===== src/rtl/mc_control.sv =====
// Multi-cycle MIPS control sequencer: one FSM steps the shared ALU and memory port.
// Optional sticky illegal-instruction trap: define MC_CONTROL_TRAP_EN.
module mc_control #(
    parameter int unsigned MULT_CYCLES = 4
) (
    input  logic       clk,
    input  logic       rst_n,
    input  logic [5:0] opcode,
    input  logic [5:0] funct,
    input  logic       zero,
    input  logic       mem_ready,
    output logic       pc_write,
    output logic       pc_write_beq,
    output logic       pc_write_bne,
    output logic       i_or_d,
    output logic       mem_read,
    output logic       mem_write,
    output logic       ir_write,
    output logic       reg_dst,
    output logic       reg_write,
    output logic       mem_to_reg,
    output logic       alu_src_a,
    output logic [1:0] alu_src_b,
    output logic [1:0] pc_source,
    output logic [3:0] alu_op,
    output logic [3:0] state,
    output logic       instr_done,
    output logic       trap
);

    typedef enum logic [3:0] {
        FETCH   = 4'd0,
        DECODE  = 4'd1,
        MEMADR  = 4'd2,
        MEMRD   = 4'd3,
        MEMWB   = 4'd4,
        MEMWR   = 4'd5,
        EXEC    = 4'd6,
        MULWAIT = 4'd7,
        RWB     = 4'd8,
        BRANCH  = 4'd9,
        JUMP    = 4'd10,
        ADDIEX  = 4'd11,
        ADDIWB  = 4'd12,
        TRAP    = 4'd13
    } state_t;

    localparam logic [3:0] OP_ADD  = 4'b0010;
    localparam logic [3:0] OP_SUB  = 4'b0110;
    localparam logic [3:0] OP_MULT = 4'b1000;

    state_t     st, nst;
    logic [3:0] cnt, cnt_n;
    logic       is_sw, is_sw_n;
    logic       is_bne, is_bne_n;

    // zero only qualifies the branch strobes inside the datapath
    logic unused_zero;
    assign unused_zero = zero;

    assign state = st;

    always_ff @(posedge clk or negedge rst_n) begin
        if (!rst_n) begin
            st     <= FETCH;
            cnt    <= 4'd0;
            is_sw  <= 1'b0;
            is_bne <= 1'b0;
        end else begin
            st     <= nst;
            cnt    <= cnt_n;
            is_sw  <= is_sw_n;
            is_bne <= is_bne_n;
        end
    end

    always_comb begin
        nst          = st;
        cnt_n        = cnt;
        is_sw_n      = is_sw;
        is_bne_n     = is_bne;
        pc_write     = 1'b0;
        pc_write_beq = 1'b0;
        pc_write_bne = 1'b0;
        i_or_d       = 1'b0;
        mem_read     = 1'b0;
        mem_write    = 1'b0;
        ir_write     = 1'b0;
        reg_dst      = 1'b0;
        reg_write    = 1'b0;
        mem_to_reg   = 1'b0;
        alu_src_a    = 1'b0;
        alu_src_b    = 2'b00;
        pc_source    = 2'b00;
        alu_op       = 4'b0000;
        instr_done   = 1'b0;
        trap         = 1'b0;
        unique case (st)
            FETCH: begin
                mem_read  = 1'b1;
                alu_src_b = 2'b01;
                alu_op    = OP_ADD;
                ir_write  = mem_ready;
                pc_write  = mem_ready;
                if (mem_ready) nst = DECODE;
            end
            DECODE: begin
                alu_src_b = 2'b11;
                alu_op    = OP_ADD;
                // remember lw/sw and beq/bne so later states ignore the IR
                is_sw_n   = (opcode == 6'd43);
                is_bne_n  = (opcode == 6'd5);
                unique case (opcode)
                    6'd0:         nst = EXEC;
                    6'd35, 6'd43: nst = MEMADR;
                    6'd8:         nst = ADDIEX;
                    6'd4, 6'd5:   nst = BRANCH;
                    6'd2:         nst = JUMP;
                    default:      nst = TRAP;
                endcase
            end
            MEMADR: begin
                alu_src_a = 1'b1;
                alu_src_b = 2'b10;
                alu_op    = OP_ADD;
                nst       = is_sw ? MEMWR : MEMRD;
            end
            MEMRD: begin
                mem_read = 1'b1;
                i_or_d   = 1'b1;
                if (mem_ready) nst = MEMWB;
            end
            MEMWB: begin
                reg_write  = 1'b1;
                mem_to_reg = 1'b1;
                instr_done = 1'b1;
                nst        = FETCH;
            end
            MEMWR: begin
                mem_write  = 1'b1;
                i_or_d     = 1'b1;
                instr_done = mem_ready;
                if (mem_ready) nst = FETCH;
            end
            EXEC: begin
                alu_src_a = 1'b1;
                nst       = RWB;
                unique case (funct)
                    6'd32: alu_op = OP_ADD;
                    6'd34: alu_op = OP_SUB;
                    6'd36: alu_op = 4'b0000;
                    6'd37: alu_op = 4'b0001;
                    6'd38: alu_op = 4'b1101;
                    6'd39: alu_op = 4'b1100;
                    6'd24: begin
                        alu_op = OP_MULT;
                        if (MULT_CYCLES > 1) begin
                            cnt_n = 4'(MULT_CYCLES - 2);
                            nst   = MULWAIT;
                        end
                    end
                    default: nst = TRAP;
                endcase
            end
            MULWAIT: begin
                alu_src_a = 1'b1;
                alu_op    = OP_MULT;
                if (cnt == 4'd0) nst = RWB;
                else cnt_n = cnt - 4'd1;
            end
            RWB: begin
                reg_write  = 1'b1;
                reg_dst    = 1'b1;
                instr_done = 1'b1;
                nst        = FETCH;
            end
            ADDIEX: begin
                alu_src_a = 1'b1;
                alu_src_b = 2'b10;
                alu_op    = OP_ADD;
                nst       = ADDIWB;
            end
            ADDIWB: begin
                reg_write  = 1'b1;
                instr_done = 1'b1;
                nst        = FETCH;
            end
            BRANCH: begin
                alu_src_a    = 1'b1;
                alu_op       = OP_SUB;
                pc_source    = 2'b01;
                pc_write_beq = !is_bne;
                pc_write_bne = is_bne;
                instr_done   = 1'b1;
                nst          = FETCH;
            end
            JUMP: begin
                pc_write   = 1'b1;
                pc_source  = 2'b10;
                instr_done = 1'b1;
                nst        = FETCH;
            end
            TRAP: begin
                trap = 1'b1;
`ifdef MC_CONTROL_TRAP_EN
                nst  = TRAP;
`else
                instr_done = 1'b1;
                nst        = FETCH;
`endif
            end
            default: nst = FETCH;
        endcase
        // strobes are dead while reset is held
        if (!rst_n) begin
            pc_write     = 1'b0;
            pc_write_beq = 1'b0;
            pc_write_bne = 1'b0;
            i_or_d       = 1'b0;
            mem_read     = 1'b0;
            mem_write    = 1'b0;
            ir_write     = 1'b0;
            reg_dst      = 1'b0;
            reg_write    = 1'b0;
            mem_to_reg   = 1'b0;
            alu_src_a    = 1'b0;
            alu_src_b    = 2'b00;
            pc_source    = 2'b00;
            alu_op       = 4'b0000;
            instr_done   = 1'b0;
            trap         = 1'b0;
        end
    end

endmodule


===== config.mk =====
export PLATFORM = sky130hd
export DESIGN_NAME = mc_control
export DESIGN_NICKNAME = d
export VERILOG_FILES = /design/src/rtl/mc_control.sv
export SDC_FILE = /design/constraint.sdc
export NUM_CORES = 1
export LEC_CHECK = 0
export CORE_MARGIN = 5
export CORE_UTILIZATION = 39
export CTS_CLUSTER_DIAMETER = 50
export DETAILED_ROUTE_END_ITERATION = 12
export GPL_ROUTABILITY_DRIVEN = 1
export PLACE_DENSITY_LB_ADDON = 0.2
export SLEW_MARGIN = 10
export SYNTH_ARGS = -nofsm -noshare
export SYNTH_HDL_FRONTEND = slang
export SYNTH_SLANG_ARGS = --single-unit

===== constraint.sdc =====
create_clock -name clk -period 1.4 [get_ports clk]
set_input_delay 0.21 -clock clk [delete_from_list [all_inputs] [get_ports clk]]
set_output_delay 0.21 -clock clk [all_outputs]
set_load 0.01 [all_outputs]

=== After elaboration in Yosys (flattened, before gate mapping) ===
Cells that the tools add are included.

* Equal/unequal tests: 32
* Add/subtract/negate cells: 1
* Reductions and logical operators: 17
* Multiplexer cells: 44

{| class="wikitable"
|+ Operators with widths
! operator !! count
|-
| $eq 6x6->1 const B || 8
|-
| $pmux 4 s8 || 1
|-
| $mux 4 || 7
|-
| $eq 4x4->1 const B || 6
|-
| $mux 1 || 24
|-
| $pmux 4 s6 || 1
|-
| $pmux 4 s5 || 1
|-
| $eq 4x3->1 const B || 4
|-
| $pmux 4 s2 || 2
|-
| $pmux 4 s4 || 1
|-
| $eq 6x3->1 const B || 2
|-
| $ne 2x2->1 const B || 6
|-
| $reduce_or 6->1 || 2
|-
| $reduce_or 2->1 || 5
|-
| $eq 4x2->1 const B || 2
|-
| $logic_not 4->1 || 2
|-
| $eq 6x2->1 const B || 1
|-
| $eq 6x4->1 const B || 1
|-
| $eq 6x5->1 const B || 1
|-
| $logic_not 6->1 || 1
|-
| $pmux 2 s3 || 1
|-
| $reduce_or 5->1 || 1
|-
| $eq 4x1->1 const B || 1
|-
| $mux 2 || 2
|-
| 10 further kinds || 11
|}

* Input port bits: 16
* Logic and storage cells: 98
* Register bits: 10

=== Longest topological paths before layout ===
Gate-level depths: netlist (run 1).

* Word-level depth: 4
* Mapped depth: 6
* Depth with buffers taken out: 6

=== Worst setup path before layout (run 1) ===
Ideal clock, no wire load.

* Path kind: register -> output
* Start point: register st[3], in the netlist state[3]
* End point: output pc_write
* Cell stages (with the launch flop): 6
* Required time: 1.190 ns
* Arrival: 1.487 ns
* Path slack: -0.297 ns
* Cell sequence: dfrtp_1 clkbuf_1 nor2_1 nand2_1 nor4_1 or2_2

* Longest elaborated chain between the ends: 3
* Elaborated cells between the ends (all ways): 4

{| class="wikitable"
|+ RTL lines
! item !! RTL line !! source
|-
| from (decl) || 52 || <nowiki>state_t st, nst;</nowiki>
|-
| from (signal assigned) || 70 || <nowiki>st <= nst;</nowiki>
|-
| $eq 4x4->1 or $logic_not 4->1 (tied branches) || 98 || <nowiki>unique case (st)</nowiki>
|-
| $pmux 1 s2 (*) || 98 ||
|-
| $mux 1 (*) || 215 || <nowiki>if (!rst_n) begin</nowiki>
|-
| to (decl) || 12 || <nowiki>output logic pc_write,</nowiki>
|}

Mark *: on every way between the ends. The rest lies on a longest branch, timed or not.

=== Final worst setup path (run 1) ===
* Start point: register st[1], in the netlist state[1]
* End point: register cnt[3]

* Longest elaborated chain between the ends: 3
* Elaborated cells between the ends (all ways): 7

{| class="wikitable"
|+ RTL lines
! item !! RTL line !! source
|-
| $eq 4x3->1 || 98 ||
|-
| $ne 2x2->1 (no source line) or $reduce_bool 2->1 (tied branches) || -- ||
|-
| $reduce_and 3->1 (no source line) || -- ||
|-
| to (signal assigned) || 71 || <nowiki>cnt <= cnt_n;</nowiki>
|-
| to (decl) || 53 || <nowiki>logic [3:0] cnt, cnt_n;</nowiki>
|}

Several ways; a longest one is shown, not always the timed one.
A chain may end at the register's enable or synchronous reset.

==> results of run 1 <==
final cells by class:
cell class / count / share of cell area
timing repair buffer: 114 / 0.414
sequential: 10 / 0.106
inverter: 4 / 0.00622
clock buffer: 4 / 0.0150
multi-input combinational: 121 / 0.443
tap: 30 / 0.0156
registers in the layout (all words and copies together) (netlist names):
name,count
is_bne,1
cnt,4
is_sw,1
state,4
critical path, cell delays in order, from the launching register on:
cell	delay, ps
sky130_fd_sc_hd__dfrtp_2	470
sky130_fd_sc_hd__buf_4	160
sky130_fd_sc_hd__buf_16	110
sky130_fd_sc_hd__buf_4	120
sky130_fd_sc_hd__nand4b_4	100
sky130_fd_sc_hd__or2_4	270
sky130_fd_sc_hd__or3_1	370
sky130_fd_sc_hd__a21oi_2	150
what timing repair did:
item / in CTS / in global routing
buffers inserted: 20 / 8
pin swaps: 27 / 19
setup endpoints to repair: 34 / 35
resized for setup: 178 / 38
gates cloned: 2 / 0
report_power, final:
| part | leakage, nW | switching, mW | internal, mW |
|---|---|---|---|
| Combinational | 0.993 | 1.62 | 1.65 |
| Clock | 0.0210 | 0.143 | 0.159 |
| Sequential | 0.111 | 0.166 | 0.366 |
cell usage after synthesis, types with 3 or more instances:
library cell                n  area share
sky130_fd_sc_hd__nand2b_1   7       0.041
sky130_fd_sc_hd__nor4_1     3       0.018
sky130_fd_sc_hd__or2_2      3       0.018
sky130_fd_sc_hd__o21ai_0   12       0.057
sky130_fd_sc_hd__nor2b_1    7       0.041
sky130_fd_sc_hd__dfrtp_1   10        0.24
sky130_fd_sc_hd__clkbuf_1   3       0.011
sky130_fd_sc_hd__nand2_1   15       0.053
sky130_fd_sc_hd__and3_1     3       0.018
sky130_fd_sc_hd__nor2_1    11       0.039
sky130_fd_sc_hd__nor3_1    11       0.052
sky130_fd_sc_hd__buf_2      3       0.014
sky130_fd_sc_hd__nor3b_1    3       0.021
sky130_fd_sc_hd__inv_1      4       0.014
sky130_fd_sc_hd__nand3_1    4       0.019
sky130_fd_sc_hd__a21oi_1    6       0.028
through the flow:
| stage | instances | util | setup TNS, ps |
|---|---|---|---|
| 2_1_floorplan | 144 | - | -202 |
| 3_3_place_gp | 253 | 0.735 | -13540 |
| 3_5_place_dp | 253 | 0.735 | -14750 |
| 4_1_cts | 277 | 0.886 | -5920 |
| 5_1_grt | 283 | 0.948 | -10940 |
| 6_report | 283 | 0.948 | -9230 |
kinds of logic (layout without fill, tap and decap cells):
group | Yosys count | count (layout) | synth area share
AOI/OAI and AO/OA | 36 | 36 | 0.219
xor gates and xnor gates | 3 | 3 | 0.0248
muxes | 2 | 2 | 0.0307
and+or+nand+nor | 78 | 78 | 0.411
buffers and inverters | 13 | 122 | 0.0544
adders and majority gates | 2 | 2 | 0.0236
DFF | 10 | 10 | 0.236
metal layers:
| layer | GRT usage | part of all wire |
|---|---|---|
| met5 | 0 | 0 |
| met4 | 0.179 | 0.092 |
| met3 | 0.0537 | 0.12 |
| met2 | 0.583 | 0.46 |
| met1 | 0.371 | 0.33 |
worst min path at each step:
stage                             from                  to  slack (ps)  cells after the start
finish                           rst_n  is_bne$_DFFE_PN0P_          90                      2
global route                     rst_n  is_bne$_DFFE_PN0P_          70                      2
CTS                              rst_n  is_bne$_DFFE_PN0P_          70                      2
detailed placement  is_bne$_DFFE_PN0P_  is_bne$_DFFE_PN0P_         530                      2
global placement    cnt[0]$_DFFE_PN0P_  cnt[0]$_DFFE_PN0P_         500                      1
floorplan                        rst_n  cnt[0]$_DFFE_PN0P_         -90                      0
==> implementation parameters, run 1 <==
Parameter                              Value

Job
  Max-cap violation count    0

Status
  Result of the run    finished, violations left
  Violations in the final reports    setup timing

Setup path
  Type of the worst setup path    register to register
  Launching point of the worst reg2reg path    state[1]$_DFFE_PN0P_
  Critical path fanouts, max    5
  CP arrival    2060 ps
  R2R Path End    cnt[3]$_DFFE_PN0P_
  Required time at the endpoint of the critical path    1620 ps
  Category of the worst setup path launch point    register
  End point of the critical path    cnt[3]$_DFFE_PN0P_
  Start point of the critical path    state[1]$_DFFE_PN0P_
  Register-to-Register Path Depth    7
  Reg2reg setup slack    -430 ps
  CP Capture Type    register

Floorplan
  Die height    62.1 um
  Die ar.    0.00386 mm2
  Core Area    0.00254 mm2
  # rows    18
  Starting utilization of the core area    0.416
  Ports    41
  Horizontal die dimension    62.1 um

Clocking
  TritonCTS clock tree    done
  # H-tree levels    1
  Clk buf depth    2
  Hold buffer count at CTS    0
  Clock transition at path regs    90 ps
  Root buffer cell    sky130_fd_sc_hd__clkbuf_4
  Number of CTS-inserted buffers    3
  Clock insertion delay at the later pin of the skew report    290 ps
  Clk sink count    10

Power
  Overall Power    4.11 mW
  Leakage power figure    1.13 nW
  Power density cells    1700 mW/mm2
  IR drop worst, VDD    1.46 mV

Cells and area
  Most frequent cells in the layout    sky130_fd_sc_hd__buf_4, sky130_fd_sc_hd__buf_6, sky130_fd_sc_hd__buf_2
  Number of antenna repair diodes    0
  Syn-to-layout area delta    128%
  Layout cells sized above 1    0.644
  Layout net count    272
  Multi-input gate area    0.00107 mm2
  Post-Layout Inst Area    0.00241 mm2
  Storage cell area    255 um2
  Filler Cell Count    73
  Leading cell type in the layout, fill and taps excluded    sky130_fd_sc_hd__buf_4

Detailed routing
  DRC violations left    0
  Via-to-Cell Ratio    6.83
  Wire length per cell    27.5 um
  Antenna Nets Post-Route    0
  DRT Pass-1 Iters    7
  Total number of vias    1,932
  Total routed wirelength    7.79 mm
  Number of violations reported at the end of detailed-routing iteration 0    276

STA
  Worst rel slew slack    0.700
  Maximum clock rate    545 MHz
  Worst hold slack across all endpoints    85.8 ps
  Transition at the pin with the smallest max-transition slack    445 ps
  Final period demand of the worst path    1830 ps
  Max Transition Viols Final    0
  Number of setup violations in the final report    33
  Part of the cycle the worst path needs    1.31
  Unrepaired setup endpoints after global routing    yes
  Worst Clk Skew    4.40 ps
  Final hold vios    0
  Setup ws final    -434 ps

Placement
  DP Wirelength    3.19 mm
  Dpl ws    -886 ps
  Weighted congestion reported at the end of routability-driven placement    0.880
  Placed cell areas    0.00187 mm2
  # port buffers    39

Synthesis
  Number of cells produced by synthesis    144
  Register bit total from synthesis    10
  Total nets after synthesis    162
  Share of async-settable or async-resettable flops after synthesis    1.00
  Distinct cell type count of the synthesized netlist    47
  Number of synthesized flops with an enable pin    0
  Sequential element share of the synthesized area    0.236
  Mean post-synth cell area    7.35 um2
  Post-synth top flop    sky130_fd_sc_hd__dfrtp_1
  Area of the mapped netlist    0.00106 mm2
  Synth Warn #    0

Worst hold path
  Tightest Hold Check Type    primary input to asynchronous set/reset pin

GRT
  First-pass GRT wire length    9.22 mm
  Initial antenna violation count    0
  Largest net degree at the start of global routing    11
  Total routing resource utilization after global routing    0.329
  Total global routing overflow    0
  Vias in the first global route    1,845
No activity file was read; power rests on OpenSTA's default activity.
==> run 2, diff against run 1 <==
Settings changed: CAP_MARGIN from default to 20, CORE_MARGIN 5 to 3.
==> implementation parameters, run 2 <==
Parameter                              Value

Status
  Result of the run    did not finish
  Failing step    global routing (5_1_grt)
  First Error    [ERROR GRT-0232] Routing congestion too high. Check the congestion heatmap in the GUI.

Clocking
  Root buffer cell    sky130_fd_sc_hd__clkbuf_4
  # H-tree levels    1 (unchanged)
  Clk sink count    10 (unchanged)
  Number of CTS-inserted buffers    3 (unchanged)
  Hold buffer count at CTS    0 (unchanged)
  Clk buf depth    2 (unchanged)

GRT
  Total routing resource utilization after global routing    0.639
  Largest net degree at the start of global routing    11
  Initial antenna violation count    1
  Total global routing overflow    15

Placement
  Placed cell areas    0.00190 mm2 (+1.6%)
  # port buffers    39 (unchanged)
  Dpl ws    -906 ps (-20.2 ps)
  Placed Instances    257 (+1.6%)
  Weighted congestion reported at the end of routability-driven placement    0.912 (+3.7%)
  DP Wirelength    3.18 mm (-0.46%)

Floorplan
  Starting utilization of the core area    0.420 (+0.00371)
  Horizontal die dimension    58.1 um (-6.4%)
  # rows    18 (unchanged)
  Ports    41 (unchanged)
  Die height    58.1 um (-6.4%)

Synthesis
  Share of async-settable or async-resettable flops after synthesis    1.00 (unchanged)
  Top cell types by occurrence after synthesis    sky130_fd_sc_hd__nand2_1, sky130_fd_sc_hd__o21ai_0, sky130_fd_sc_hd__nor2_1, sky130_fd_sc_hd__nor3_1, sky130_fd_sc_hd__dfrtp_1
  Portion of synthesized cell area occupied by the leading cell type    0.236 (unchanged)
  Mean post-synth cell area    7.35 um2 (unchanged)
  Sequential element share of the synthesized area    0.236 (unchanged)
  Area of the mapped netlist    0.00106 mm2 (unchanged)
  Leading cell type by number of instances after synthesis    sky130_fd_sc_hd__nand2_1
  Number of cells produced by synthesis    144 (unchanged)
  Synth Warn #    0 (unchanged)
  Register bit total from synthesis    10 (unchanged)
  Total nets after synthesis    162 (unchanged)
  Leading cell types by total area after synthesis    sky130_fd_sc_hd__dfrtp_1, sky130_fd_sc_hd__o21ai_0, sky130_fd_sc_hd__nand2_1
  Distinct cell type count of the synthesized netlist    47 (unchanged)
  Number of synthesized flops with an enable pin    0 (unchanged)
  Cell taking the most area after synthesis    sky130_fd_sc_hd__dfrtp_1
  Post-synth top flop    sky130_fd_sc_hd__dfrtp_1

STA
  Endpoint pin with the least setup slack after global-route repair    alu_op[1]
  Kind of pin the worst path terminates on    output port
[run 2: cell counts after synthesis]
No cell type changed its count.
[run 2: logic make-up after synthesis]
group           after synthesis  synth area share
mux                           2            0.0307
fa+ha+maj                     2            0.0236
simple gates                 78             0.411
flops                        10             0.236
buf+inv                      13            0.0544
xor+xnor                      3            0.0248
compound gates               36             0.219
[run 2: routing by layer]
metal,track usage,GRT overflow
met1,0.641,0
met4,0.715,9
met3,0.416,0
met5,0.127,0
met2,0.813,6
[run 2: repair_timing]
action,in CTS
endpoints found under the hold margin,0
buffers inserted,25
pin swaps,22
setup endpoints to repair,34
resized for setup,163
[run 2: per-stage QoR]
stage                     utilization  setup TNS (ps)
after CTS                       0.896           -6990
after detailed placement        0.753          -14370
after global placement          0.753          -12960
after floorplan                     -            -202
==> run 3, diff against run 2 <==
Settings changed: CORE_UTILIZATION 39 to 25, CTS_CLUSTER_DIAMETER 50 to default, PLACE_DENSITY_LB_ADDON 0.2 to 0.15.
Clock period 1.4 ns to 1.8 ns, I/O delays scaled along.
==> implementation parameters, run 3 (same netlist as run 1, synthesis figures left out) <==
Parameter                              Value

Status
  Result of the run    completed

Cells and area
  Most frequent cells in the layout    sky130_fd_sc_hd__buf_4, sky130_fd_sc_hd__clkdlybuf4s50_1, sky130_fd_sc_hd__nand2_1
  Number of antenna repair diodes    0
  Number of standard cells in the final layout excluding fillers    278
  Leading cell type in the layout, fill and taps excluded    sky130_fd_sc_hd__buf_4
  Layout cells sized above 1    0.456
  Final core utilization    0.503
  Syn-to-layout area delta    91.5%
  Layout net count    247

Placement
  Weighted congestion reported at the end of routability-driven placement    0.813 (-11%)
  Dpl ws    -522 ps (+384 ps)
  # port buffers    39 (unchanged)
  Placed Instances    262 (+1.9%)
  DP Wirelength    3.09 mm (-2.8%)

STA
  Transition at the pin with the smallest max-transition slack    386 ps
  Final period demand of the worst path    1770 ps
  Number of setup violations in the final report    0
  Unrepaired setup endpoints after global routing    yes
  Part of the cycle the worst path needs    0.983
  Final hold vios    0
  Max Transition Viols Final    0
  Final TNS setup    0 ps
  Worst rel slew slack    0.741
  Maximum clock rate    565 MHz
  Setup ws final    30.4 ps
  Worst Clk Skew    0.904 ps

GRT
  First-pass GRT wire length    6.63 mm
  Total global routing overflow    0
  Vias in the first global route    1,398
  Largest net degree at the start of global routing    19
  Initial antenna violation count    0
  Total routing resource utilization after global routing    0.163

Clocking
  Root buffer cell    sky130_fd_sc_hd__clkbuf_8
  Clock insertion delay at the later pin of the skew report    240 ps
  # H-tree levels    1 (unchanged)
  Hold buffer count at CTS    0 (unchanged)
  Number of CTS-inserted buffers    3 (unchanged)
  Clock transition at path regs    50 ps
  Clk buf depth    2 (unchanged)
  Clk sink count    10 (unchanged)
  TritonCTS clock tree    done

Setup path
  CP Capture Type    output pin
  Required time at the endpoint of the critical path    1530 ps
  Critical path fanouts, max    2
  Crit-path cells    clkdlybuf4s50_1 -> and4bb_1 -> nand2_2 -> a211oi_2 -> buf_2
  Cell at the slowest stage of the critical path    sky130_fd_sc_hd__clkdlybuf4s50_1
  CP arrival    1500 ps
  Largest stage delay, worst path    440 ps
  Category of the worst setup path launch point    primary input
  Type of the worst setup path    primary input to output pin

Detailed routing
  Antenna Nets Post-Route    0
  Met2 WL post-DR    2.05 mm
  Wire length on met1    1.87 mm
  Wire length per cell    15.2 um
  Total number of vias    1,438
  Top routing layer in use    met4
  Number of violations reported at the end of detailed-routing iteration 0    54
  Via-to-Cell Ratio    5.17
  Detailed route wirelength on metal3    222 um
  DRT Pass-1 Iters    4
  Total routed wirelength    4.23 mm
  DRC violations left    0

Power
  Overall Power    2.39 mW
  Combinational cell fraction of total power    0.733
  Flop pwr share    0.147
  Relative contribution of the clock network to total power    0.120
  Power density cells    1180 mW/mm2
  IR drop worst, VDD    0.615 mV
  Internal power of the cells    1.42 mW
  Switching share of total power    0.407
  P_sw    976 uW
  Leakage power figure    0.923 nW

Floorplan
  Core Area    0.00403 mm2
  Ports    41 (unchanged)
  # rows    23 (+5)
  Horizontal die dimension    71.1 um (+22%)
  Die height    71.1 um (+22%)
  Starting utilization of the core area    0.263 (-0.157)
  Die ar.    0.00505 mm2

Job
  Max-cap violation count    0

Worst hold path
  Tightest Hold Check Type    primary input to asynchronous set/reset pin
-- run 3: final timing paths --
kind	from	to	slack (ps)	cells after the start
max in group asynchronous	rst_n	state[2]$_DFFE_PN0P_	1320	3
min in group clk	cnt[0]$_DFFE_PN0P_	cnt[0]$_DFFE_PN0P_	530	1
hold / removal	rst_n	is_sw$_DFFE_PN0P_	290	3
hold reg to reg	cnt[0]$_DFFE_PN0P_	cnt[0]$_DFFE_PN0P_	530	1
setup / recovery	funct[1]	alu_op[3]	30	5
setup reg to reg	state[2]$_DFFE_PN0P_	cnt[3]$_DFFE_PN0P_	110	7
-- run 3: worst max-delay path, delay by kind of cell --
| family | cells | cell delay [ps] |
|---|---|---|
| buffers and inverters | 2 | 590 |
| and+or+nand+nor | 2 | 430 |
| AOI/OAI and AO/OA | 1 | 200 |
-- run 3: area by class of cell --
cell class	instances	area (um2)
fill	390	2000
multi-input combinational	121	890
timing repair buffer	89	752
sequential	10	253
tap	50	62.6
clock buffer	4	55.1
inverter	4	15.0
-- run 3: timing repair --
action / CTS / global route
hold endpoints to repair: 0 / 0
setup endpoints to repair: 21 / 18
gates resized for setup: 89 / 33
setup buffers: 7 / 4
pin swaps: 5 / 4
gates cloned: 0 / 1
-- run 3: metal layers --
layer / vias up / track usage
li1: 696 / -
met1: 683 / 0.215
met2: 49 / 0.262
met3: 10 / 0.0369
met4: 0 / 0.0543
met5: - / 0
-- run 3: through the flow --
stage	hold WS (ps)	cell area, um2
finish	292	2030
global placement	499	1750
global route	308	2030
detailed placement	523	1750
CTS	278	1910
floorplan	-25.6	1060
-- run 3: power groups by stage --
| stage | clock network (mW) | registers, mW | logic (mW) |
|---|---|---|---|
| global route | 0.306 | 0.363 | 1.88 |
| CTS | 0.291 | 0.350 | 1.56 |
| detailed placement | 0 | 0.345 | 1.39 |
| floorplan | 0 | 0.345 | 0.672 |
| global placement | 0 | 0.344 | 1.39 |
| finish | 0.288 | 0.351 | 1.75 |
==> run 4, diff against run 3 <==
Settings changed: TNS_END_PERCENT from default to 10.
==> implementation parameters, run 4 (same netlist as run 1, synthesis figures left out) <==
Parameter                              Value

Power
  Relative contribution of the clock network to total power    0.121 (about the same)
  Leakage power figure    0.925 nW (+0.22%)
  Flop pwr share    0.155 (+0.008)
  Combinational cell fraction of total power    0.724 (-0.009)
  P_sw    963 uW (-1.3%)
  Switching share of total power    0.409 (+0.00188)
  Overall Power    2.35 mW (-1.8%)
  IR drop worst, VDD    0.598 mV (-2.8%)
  Internal power of the cells    1.39 mW (-2.1%)
  Power density cells    1160 mW/mm2 (-1.5%)

STA
  Maximum clock rate    558 MHz (-1.2%)
  Number of setup violations in the final report    0 (unchanged)
  Final hold vios    0 (unchanged)
  Setup ws final    8.45 ps (-22.0 ps)
  Worst rel slew slack    0.742 (+0.000996)
  Transition at the pin with the smallest max-transition slack    385 ps (-1.49 ps)
  Final TNS setup    0 ps (unchanged)
  Unrepaired setup endpoints after global routing    yes
  Part of the cycle the worst path needs    0.995 (+0.0122)
  Final period demand of the worst path    1790 ps (+22.0 ps)
  Max Transition Viols Final    0 (unchanged)
  Worst Clk Skew    0.883 ps (-0.0214 ps)

Clocking
  Clk buf depth    2 (unchanged)
  Root buffer cell    sky130_fd_sc_hd__clkbuf_8
  Clock transition at path regs    50 ps (about the same)
  Number of CTS-inserted buffers    3 (unchanged)
  Hold buffer count at CTS    0 (unchanged)
  # H-tree levels    1 (unchanged)
  Clk sink count    10 (unchanged)
  Clock insertion delay at the later pin of the skew report    240 ps (about the same)
  TritonCTS clock tree    done

Detailed routing
  Top routing layer in use    met4
  Number of violations reported at the end of detailed-routing iteration 0    68 (+26%)
  Wire length per cell    14.7 um (-3.1%)
  DRC violations left    0 (unchanged)
  Wire length on met1    1.87 mm (+0.32%)
  Met2 WL post-DR    1.91 mm (-6.8%)
  DRT Pass-1 Iters    4 (unchanged)
  Total routed wirelength    4.08 mm (-3.4%)
  Antenna Nets Post-Route    0 (unchanged)
  Via-to-Cell Ratio    5.15 (-0.48%)
  Detailed route wirelength on metal3    192 um (-14%)
  Total number of vias    1,426 (-0.83%)

Setup path
  Type of the worst setup path    register to output pin
  CP arrival    1520 ps (+20 ps)
  R2R Path End    cnt[3]$_DFFE_PN0P_
  Crit-path cells    nand2b_4 -> or2_4 -> nor2_4 -> and2_4 -> buf_6
  Required time at the endpoint of the critical path    1530 ps (about the same)
  Largest stage delay, worst path    460 ps (+20 ps)
  Reg2reg setup slack    40 ps (-70 ps)
  Register-to-Register Path Depth    7 (unchanged)
  Start point of the critical path    state[2]$_DFFE_PN0P_
  Cell at the slowest stage of the critical path    sky130_fd_sc_hd__dfrtp_2
  Launching point of the worst reg2reg path    state[2]$_DFFE_PN0P_
  End point of the critical path    pc_write_bne
  Critical path fanouts, max    5 (+3)
  Category of the worst setup path launch point    register
  CP Capture Type    output pin

Floorplan
  Die ar.    0.00505 mm2 (unchanged)
  Ports    41 (unchanged)
  Die height    71.1 um (unchanged)
  Starting utilization of the core area    0.263 (unchanged)
  Horizontal die dimension    71.1 um (unchanged)
  # rows    23 (unchanged)
  Core Area    0.00403 mm2 (unchanged)

Placement
  # port buffers    39 (unchanged)
  Weighted congestion reported at the end of routability-driven placement    0.813 (unchanged)
  Dpl ws    -522 ps (unchanged)
  Placed Instances    262 (unchanged)
  Placed cell areas    0.00175 mm2 (unchanged)
  DP Wirelength    3.09 mm (unchanged)

Cells and area
  Number of antenna repair diodes    0 (unchanged)
  Leading cell type in the layout, fill and taps excluded    sky130_fd_sc_hd__buf_4
  Syn-to-layout area delta    90.9%
  Layout cells sized above 1    0.463 (+0.00641)
  Number of standard cells in the final layout excluding fillers    277 (-0.36%)
  Post-Layout Inst Area    0.00202 mm2 (-0.31%)
  Most frequent cells in the layout    sky130_fd_sc_hd__buf_4, sky130_fd_sc_hd__clkdlybuf4s50_1, sky130_fd_sc_hd__buf_6
  Layout net count    246 (-0.40%)

Status
  Result of the run    completed

GRT
  Vias in the first global route    1,398 (unchanged)
  First-pass GRT wire length    6.54 mm (-1.3%)
  Total routing resource utilization after global routing    0.160 (-0.00323)
  Initial antenna violation count    0 (unchanged)
  Largest net degree at the start of global routing    19 (unchanged)
  Total global routing overflow    0 (unchanged)

Job
  Max-cap violation count    0 (unchanged)

Worst hold path
  Tightest Hold Check Type    primary input to asynchronous set/reset pin
[run 4: changes by cell type in the layout (fill, tap and decap cells not counted), moves of 2 or more]
| cell | previous run | this run |
|---|---|---|
| sky130_fd_sc_hd__dlygate4sd2_1 | 6 | 1 |
| sky130_fd_sc_hd__buf_6 | 10 | 13 |
| sky130_fd_sc_hd__clkbuf_2 | 4 | 7 |
| sky130_fd_sc_hd__buf_2 | 10 | 8 |
| sky130_fd_sc_hd__dlymetal6s2s_1 | 2 | 4 |
| sky130_fd_sc_hd__nor2_4 | 1 | 3 |
[run 4: worst min-delay path by stage]
stage | depth (start not counted) | to | slack, ps
3_5_place_dp | 2 | is_bne$_DFFE_PN0P_ | 520
3_3_place_gp | 1 | cnt[0]$_DFFE_PN0P_ | 500
4_1_cts | 3 | state[1]$_DFFE_PN0P_ | 490
2_1_floorplan | 0 | cnt[0]$_DFFE_PN0P_ | -30
6_report | 3 | state[1]$_DFFE_PN0P_ | 190
5_1_grt | 3 | state[1]$_DFFE_PN0P_ | 210
[run 4: what timing repair did]
item	in CTS	in global routing
endpoints found under the hold margin	0	0
setup endpoints to repair	21	19
pin swaps	1	14
setup buffers	3	8
resized for setup	76	54
[run 4: power by group through the flow]
stage               Sequential, mW  Combinational, mW  Clock [mW]
floorplan                    0.345              0.672           0
finish                       0.365               1.70       0.285
global placement             0.344               1.39           0
CTS                          0.356               1.44       0.291
detailed placement           0.345               1.39           0
global route                 0.379               1.84       0.306
[run 4: per-stage QoR]
step,hold slack (ps),util
4_1_cts,492,0.467
5_1_grt,205,0.502
6_report,190,0.502
3_5_place_dp,523,0.435
2_1_floorplan,-25.6,-
3_3_place_gp,499,0.435
[run 4: final cells by class]
type | count | area (um2)
sequential | 10 | 253
inverter | 4 | 15.0
fill | 387 | 2010
timing repair buffer | 88 | 739
tap | 50 | 62.6
clock buffer | 4 | 55.1
multi-input combinational | 121 | 896
[run 4: critical path, delay by kind of cell, from the launching register on]
family,cells,cell delay [ps]
and+or+nand+nor,4,740
buffers and inverters,1,90
DFF,1,460
[run 4: layer usage]
layer	GRT usage	vias up
met5	0	-
met4	0.0626	0
met3	0.0440	12
met2	0.242	41
met1	0.215	682
li1	-	691
